$ cat config.mk
export PLATFORM = sky130hd
export DESIGN_NAME = pool2x2_act_stream
export DESIGN_NICKNAME = d
export VERILOG_FILES = /design/src/rtl/pool2x2_act_stream.sv
export SDC_FILE = /design/constraint.sdc
export NUM_CORES = 1
export LEC_CHECK = 0
export CORE_MARGIN = 10
export CORE_UTILIZATION = 50
export DETAILED_ROUTE_END_ITERATION = 16
export DONT_BUFFER_PORTS = 1
export HOLD_SLACK_MARGIN = 0.06
export PLACE_DENSITY = 0.73
export SETUP_SLACK_MARGIN = 0.15
export SLEW_MARGIN = 20
export SYNTH_ARGS = -nofsm -noshare
export SYNTH_HDL_FRONTEND = slang
export SYNTH_SLANG_ARGS = --single-unit
export TNS_END_PERCENT = 50
$ cat constraint.sdc
create_clock -name clk -period 6.3 [get_ports clk]
set_input_delay 0.63 -clock clk [delete_from_list [all_inputs] [get_ports clk]]
set_output_delay 0.63 -clock clk [all_outputs]
set_load 0.02 [all_outputs]
$ cat src/rtl/pool2x2_act_stream.sv
// 2x2 stride-2 pooling (max or average) with optional ReLU over a raster-order
// stream of CH signed channels per pixel; one output pixel per completed window.
module pool2x2_act_stream #(
    parameter int DATA_W    = 12,
    parameter int CH        = 3,
    parameter int IN_WIDTH  = 24,
    parameter int IN_HEIGHT = 24,
    parameter int COL_W     = 5
) (
    input  logic                 clk,
    input  logic                 rst_n,
    input  logic                 valid_in,
    input  logic [CH*DATA_W-1:0] data_in,
    input  logic                 pool_mode,
    input  logic                 relu_en,
    output logic [CH*DATA_W-1:0] data_out,
    output logic                 valid_out,
    output logic                 frame_done
);

    localparam int HALF  = IN_WIDTH / 2;
    localparam int PW    = DATA_W + 2;
    localparam int IDX_W = (HALF > 1) ? $clog2(HALF) : 1;
    localparam logic [COL_W-1:0] COL_LAST = COL_W'(IN_WIDTH - 1);
    localparam logic [COL_W-1:0] ROW_LAST = COL_W'(IN_HEIGHT - 1);

    logic [COL_W-1:0]     col;
    logic [COL_W-1:0]     row;
    logic                 avg_q;
    logic                 relu_q;
    logic [IDX_W-1:0]     idx;
    logic                 first_pix;
    logic                 win_end;
    logic                 frame_end;
    logic signed [PW-1:0] lbuf  [CH][HALF];
    logic signed [PW-1:0] x_ext [CH];
    logic signed [PW-1:0] comb  [CH];
    logic signed [PW-1:0] fin   [CH];
    logic [CH*DATA_W-1:0] result;

    assign idx       = col[IDX_W:1];
    assign first_pix = (col == '0) && (row == '0);
    assign win_end   = row[0] && col[0];
    assign frame_end = win_end && (col == COL_LAST) && (row == ROW_LAST);

    // Per-lane combine of the stored window partial with the incoming sample,
    // then finalisation (average divide and ReLU) for the window-closing pixel.
    always_comb begin
        result = '0;
        for (int k = 0; k < CH; k++) begin
            x_ext[k] = {{2{data_in[k*DATA_W + DATA_W - 1]}}, data_in[k*DATA_W +: DATA_W]};
            if (avg_q) begin
                comb[k] = lbuf[k][idx] + x_ext[k];
                fin[k]  = comb[k] >>> 2;
            end else begin
                comb[k] = (x_ext[k] > lbuf[k][idx]) ? x_ext[k] : lbuf[k][idx];
                fin[k]  = comb[k];
            end
            if (relu_q && fin[k] < 0) begin
                fin[k] = '0;
            end
            result[k*DATA_W +: DATA_W] = fin[k][DATA_W-1:0];
        end
    end

    always_ff @(posedge clk or negedge rst_n) begin
        if (!rst_n) begin
            col        <= '0;
            row        <= '0;
            avg_q      <= 1'b0;
            relu_q     <= 1'b0;
            valid_out  <= 1'b0;
            frame_done <= 1'b0;
            data_out   <= '0;
        end else begin
            valid_out  <= valid_in && win_end;
            frame_done <= valid_in && frame_end;
            if (valid_in) begin
                // Modes only change at a frame boundary so a frame is never mixed.
                if (first_pix) begin
                    avg_q  <= pool_mode;
                    relu_q <= relu_en;
                end
                if (win_end) begin
                    data_out <= result;
                end
                if (col == COL_LAST) begin
                    col <= '0;
                    row <= (row == ROW_LAST) ? '0 : row + 1'b1;
                end else begin
                    col <= col + 1'b1;
                end
            end
        end
    end

    // The line buffer is deliberately not reset: the (0,0) pixel of every
    // window overwrites its entry before any combine reads it.
    always_ff @(posedge clk) begin
        if (valid_in && !win_end) begin
            for (int k = 0; k < CH; k++) begin
                lbuf[k][idx] <= (row[0] || col[0]) ? comb[k] : x_ext[k];
            end
        end
    end

endmodule

**Yosys cells after proc, flatten, opt, wreduce, memory -nomap -nowiden**

Memory sizes are Yosys's and may differ from the RTL's.
Cells that the tools add are included.

- Eq/ne operators: 2
- Bitwise operators: 1
- Add/subtract/negate cells: 5
- Muxes and demuxes: 30
- Reduce and logical (&&, ||, !) cells: 18
- Magnitude comparators: 8

Operators with widths:

| operator | number |
|---|---|
| $mux 14 | 19 |
| $bmux 14 s4 | 3 |
| $mux 168 | 1 |
| $demux 14 s4 | 1 |
| $add 14x12->14 | 3 |
| $gt 12x14->1 | 3 |
| $lt 14x1->1 const B | 3 |
| $mux 12 | 3 |
| $logic_and 1x1->1 | 11 |
| $add 5x1->5 const B | 2 |
| $eq 5x5->1 const B | 2 |
| $logic_not 5->1 | 2 |
| $mux 5 | 2 |
| $reduce_and 2->1 | 3 |
| $ge 5x5->1 const B | 1 |
| $lt 5x1->1 const B | 1 |
| $not 4->5 | 1 |
| $logic_not 1->1 | 1 |
| $logic_or 1x1->1 | 1 |
| $mux 1 | 1 |

- Logic and storage cells: 72
- Bits in writable memories: 504
- Memories: 1
- Register bits: 50

Memories:

| name | depth | bits a word | read ports | clocked after memory_dff | write ports | line | RTL |
|---|---|---|---|---|---|---|---|
| lbuf | 3 | 168 | 3 | 0 | 3 | 35 | `logic signed [PW-1:0] lbuf [CH][HALF];` |

**Logic depth before layout (Yosys ltp)**

- Word-level depth: 10
- Mapped depth: 20
- Gate-level depth less buffers: 14

**Least setup slack after synthesis**

OpenSTA, ideal clock, no wires.

- Kind: reg2reg
- From: reg col[1]
- To: mem lbuf[0][154] (netlist bit), enable pin
- Data arrival time: 4.162 ns
- Path buffers: 4
- Setup slack: 1.644 ns
- Cell stages (with the launch flop): 8
- Period minus slack after synthesis: 4.656 ns
- Path through: dfrtp_1 > buf_2 > buf_6 > buf_4 > buf_4 > a21oi_1 > nand2_1 > nor3_1

RTL lines:

| element | line | RTL |
|---|---|---|
| start: declaration | 27 | `logic [COL_W-1:0] col;` |
| start signal: assignment | 91 | `col <= col + 1'b1;` |
| end: declaration | 35 |  |

==> results by group <==
Detailed routing
  – DRT Pass-1 Iters: 5
  – DRT Wirelength: 62720 um
  – Vias per cell: 6.146
  – DRC: 0
  – Antenna-violating nets left: 0
  – Drt wl/cell: 25.96 um
  – 1st-iter DRT viols: 1610
  – Vias: 14848

Setup path
  – CP arrival: 5.70 ns
  – Critical Path Start: col[1]$_DFFE_PN0P_
  – CP Launch Type: register
  – FF-to-FF path depth: 14
  – Worst Path Max Fanout: 38
  – Critical path class: register to register
  – CP Capture Type: register
  – Req. time, crit path: 6.61 ns
  – R2r startpoint: col[1]$_DFFE_PN0P_

STA
  – Fin crit period: 5.384 ns
  – Setup TNS: 0 ns
  – Worst slew pin tran: 1.058 ns
  – Final Setup Violations: 0
  – Max-slew violation count: 0
  – Clk_skew: 0.02108 ns
  – RSZ-0062 raised after global routing: false
  – Relative max-transition margin: 0.2925
  – Fmax: 185.7 MHz
  – Final Hold Viols: 0
  – Final Cycle Share: 0.8546

Power
  – Worst VDD drop: 268.5 uV
  – LEAKAGE: 9.829 nW
  – Pwr/cell area: 592.5 mW/mm2
  – Pwr Total: 16.89 mW

Floorplan
  – Core Area: 0.05048 mm2
  – # IOs: 79
  – Starting Density: 0.5083
  – DIE AREA: 0.06078 mm2
  – Die height: 246.5 um
  – Rows: 82
  – Die width: 246.5 um

Global routing
  – First-pass GRT wire length: 95000 um
  – Met3 usage: 0.06416
  – Antenna violations before repair: 0
  – Largest net degree at the start of global routing: 55
  – Vias in the first global route: 15137
  – Grt ovf: 0
  – Met1 usage: 0.2628
  – Gr usage total: 0.2075
  – GRT met2 Usage: 0.3338
  – Busiest layer in global routing: met2

Yosys
  – Top post-synthesis cells by area: edfxtp_1 (59%), mux4_2 (11%), dfrtp_1 (4.9%)
  – Post-synth EDFFs: 504
  – Ys Warns: 0
  – Synth Instances: 1677
  – Leading area contributor after synthesis: edfxtp_1
  – Synth top area share: 0.5898
  – Synth Cell Area: 0.02566 mm2
  – Post-Syn Area per Cell: 15.30 um2
  – Sequential share of the synthesized area: 0.6386
  – Yosys reg bits: 554
  – Mapped Nets: 1809
  – Post-synth cell types: 73
  – Main synth FF type: edfxtp_1
  – Ys async rst share: 0.09025

Placement
  – Dpl cell area: 0.02664 mm2
  – GPL Wtd Cong: 0.8897
  – HPWL Detailed: 39040 um
  – Placed Instances: 2312
  – IO Port Bufs: 0

Final layout
  – Final Non-Filler Cells: 2416
  – Antenna diodes: 0
  – Layout cells sized above 1: 0.1737
  – Area Growth Syn to Fin: 11.06%
  – Design area: 0.02850 mm2
  – Nets@finish: 1831

Worst hold path
  – Hold Path Class: input port to register
  – Worst hold stages: 1
  – Hold Path Origin: valid_in

CTS
  – Post-CTS Resized: 0
  – Clock sinks: 554
  – Postcts setup bufs: 0
  – Worst-path clk slew: 0.06 ns
  – Worst-Skew Late Latency: 0.63 ns
  – CTS Buf Count: 54
  – Hold buffer count at CTS: 2
  – CTS tree: yes
  – Root Driver: clkbuf_16
  – Max Root-Sink Buffers: 3
  – H-tree levels: 2

Outcome
  – Status: finished, final reports clean

Flow run
  – Maxcap violations: 0
-- per-stage QoR --
| step | hold WS, ns | setup slack, ns | utilization |
|---|---|---|---|
| after detailed placement | 0.3364 | 0.8977 | 0.5278 |
| final | 0.1008 | 0.9160 | 0.5645 |
| after floorplan | 0.3344 | 1.644 | - |
| after global placement | 0.3362 | 1.044 | 0.5262 |
| after global routing | 0.1043 | 0.3566 | 0.5645 |
| after CTS | 0.08002 | 0.8416 | 0.5640 |
-- cells in the mapped netlist (all sizes together) (5+ instances only) --
master / instances
a221oi: 5
o21bai: 7
o22ai: 6
edfxtp: 504
xnor2: 21
nor3b: 6
o21a: 13
nand3: 13
a31oi: 7
o311ai: 5
a22oi: 7
a21oi: 53
xor2: 15
a211oi: 17
mux2i: 69
ha: 88
a211o: 6
o211ai: 10
inv: 81
a22o: 15
o31ai: 9
nand4: 7
nand2b: 12
buf: 40
dfrtp: 50
clkbuf: 44
nor2b: 16
nand2: 121
nor3: 36
nor2: 112
mux4: 126
o21ai: 104
mux2: 5
-- final cells by class --
| cell class | instances | area, um2 |
|---|---|---|
| clock inverters | 32 | 334.1 |
| multi-input cells | 958 | 8683 |
| flip-flops and latches | 554 | 16400 |
| repair buffers | 50 | 480.5 |
| fillers | 3858 | 21980 |
| clock buffers | 69 | 1458 |
| well taps | 672 | 840.8 |
| inverters | 81 | 304.0 |
-- kinds of logic after synthesis --
kind of cell | count (synthesis) | share of synthesized area
xor gates and xnor gates | 36 | 0.01229
AOI/OAI and AO/OA | 289 | 0.07514
muxes | 200 | 0.1397
and+or+nand+nor | 342 | 0.06081
buffers and inverters | 165 | 0.02823
DFF | 554 | 0.6386
adders and majority gates | 91 | 0.04525
-- report_power, final --
group | total (mW) | leakage [nW] | switching, mW | internal [mW]
combinational | 7.40 | 3.81 | 4.60 | 2.80
sequential | 6.24 | 5.15 | 0.553 | 5.68
clock | 3.25 | 0.870 | 1.39 | 1.85
total | 16.9 | 9.83 | 6.54 | 10.3
-- routing by layer --
layer  wire length, um  part of all wire
met1             24030              0.38
met2             29780              0.47
met3              6762              0.11
met4              2152             0.034
met5                 0                 0
-- critical path: stages, from the launching register on --
cell and delay, ns:
dfrtp_4 0.93, buf_4 0.50, buf_4 0.31, mux4_2 0.53, mux2i_1 0.14, o21ai_0 0.16
inv_1 0.16, ha_1 0.22, nand3_1 0.13, nor3_1 0.29, a211o_1 0.23, nand2_2 0.33
a21oi_1 0.34, a211oi_1 0.10, a21oi_1 0.66
-- cell usage in the layout, fill, tap and decap left out, types with 6 or more instances in the layout --
cell / count
edfxtp_1: 504
mux4_2: 126
nand2_1: 119
nor2_1: 102
o21ai_0: 92
ha_1: 88
inv_1: 81
mux2i_1: 69
clkbuf_16: 54
a21oi_1: 52
dfrtp_1: 45
buf_4: 42
nor3_1: 24
xnor2_1: 21
nor2b_1: 15
a22o_1: 15
a211oi_1: 15
xor2_1: 15
o21a_1: 13
nand3_1: 12
nand2b_1: 12
o21ai_1: 12
clkinv_1: 12
o211ai_1: 10
clkbuf_1: 10
nor2_4: 9
o31ai_1: 9
nor3_2: 8
a22oi_1: 7
nand4_1: 7
o21bai_1: 7
a211o_1: 6
o22ai_1: 6
nor3b_1: 6
clkinv_2: 6
-- registers in the layout, summed over array words and instances (netlist names) --
name and cells:
col 5, relu_q 1, frame_done 1, valid_out 1, lbuf 504, avg_q 1, row 5, data_out 36
-- final timing paths --
path,to,slack [ns]
min in group asynchronous,row[3]$_DFFE_PN0P_,0.53
max,lbuf[0][349]$_DFFE_PP_,0.92
max in group asynchronous,col[2]$_DFFE_PN0P_,5.50
max reg2reg,lbuf[0][349]$_DFFE_PP_,0.92
min,col[0]$_DFFE_PN0P_,0.10
min reg2reg,row[4]$_DFFE_PN0P_,0.55
No activity file was read; power rests on OpenSTA's default activity.
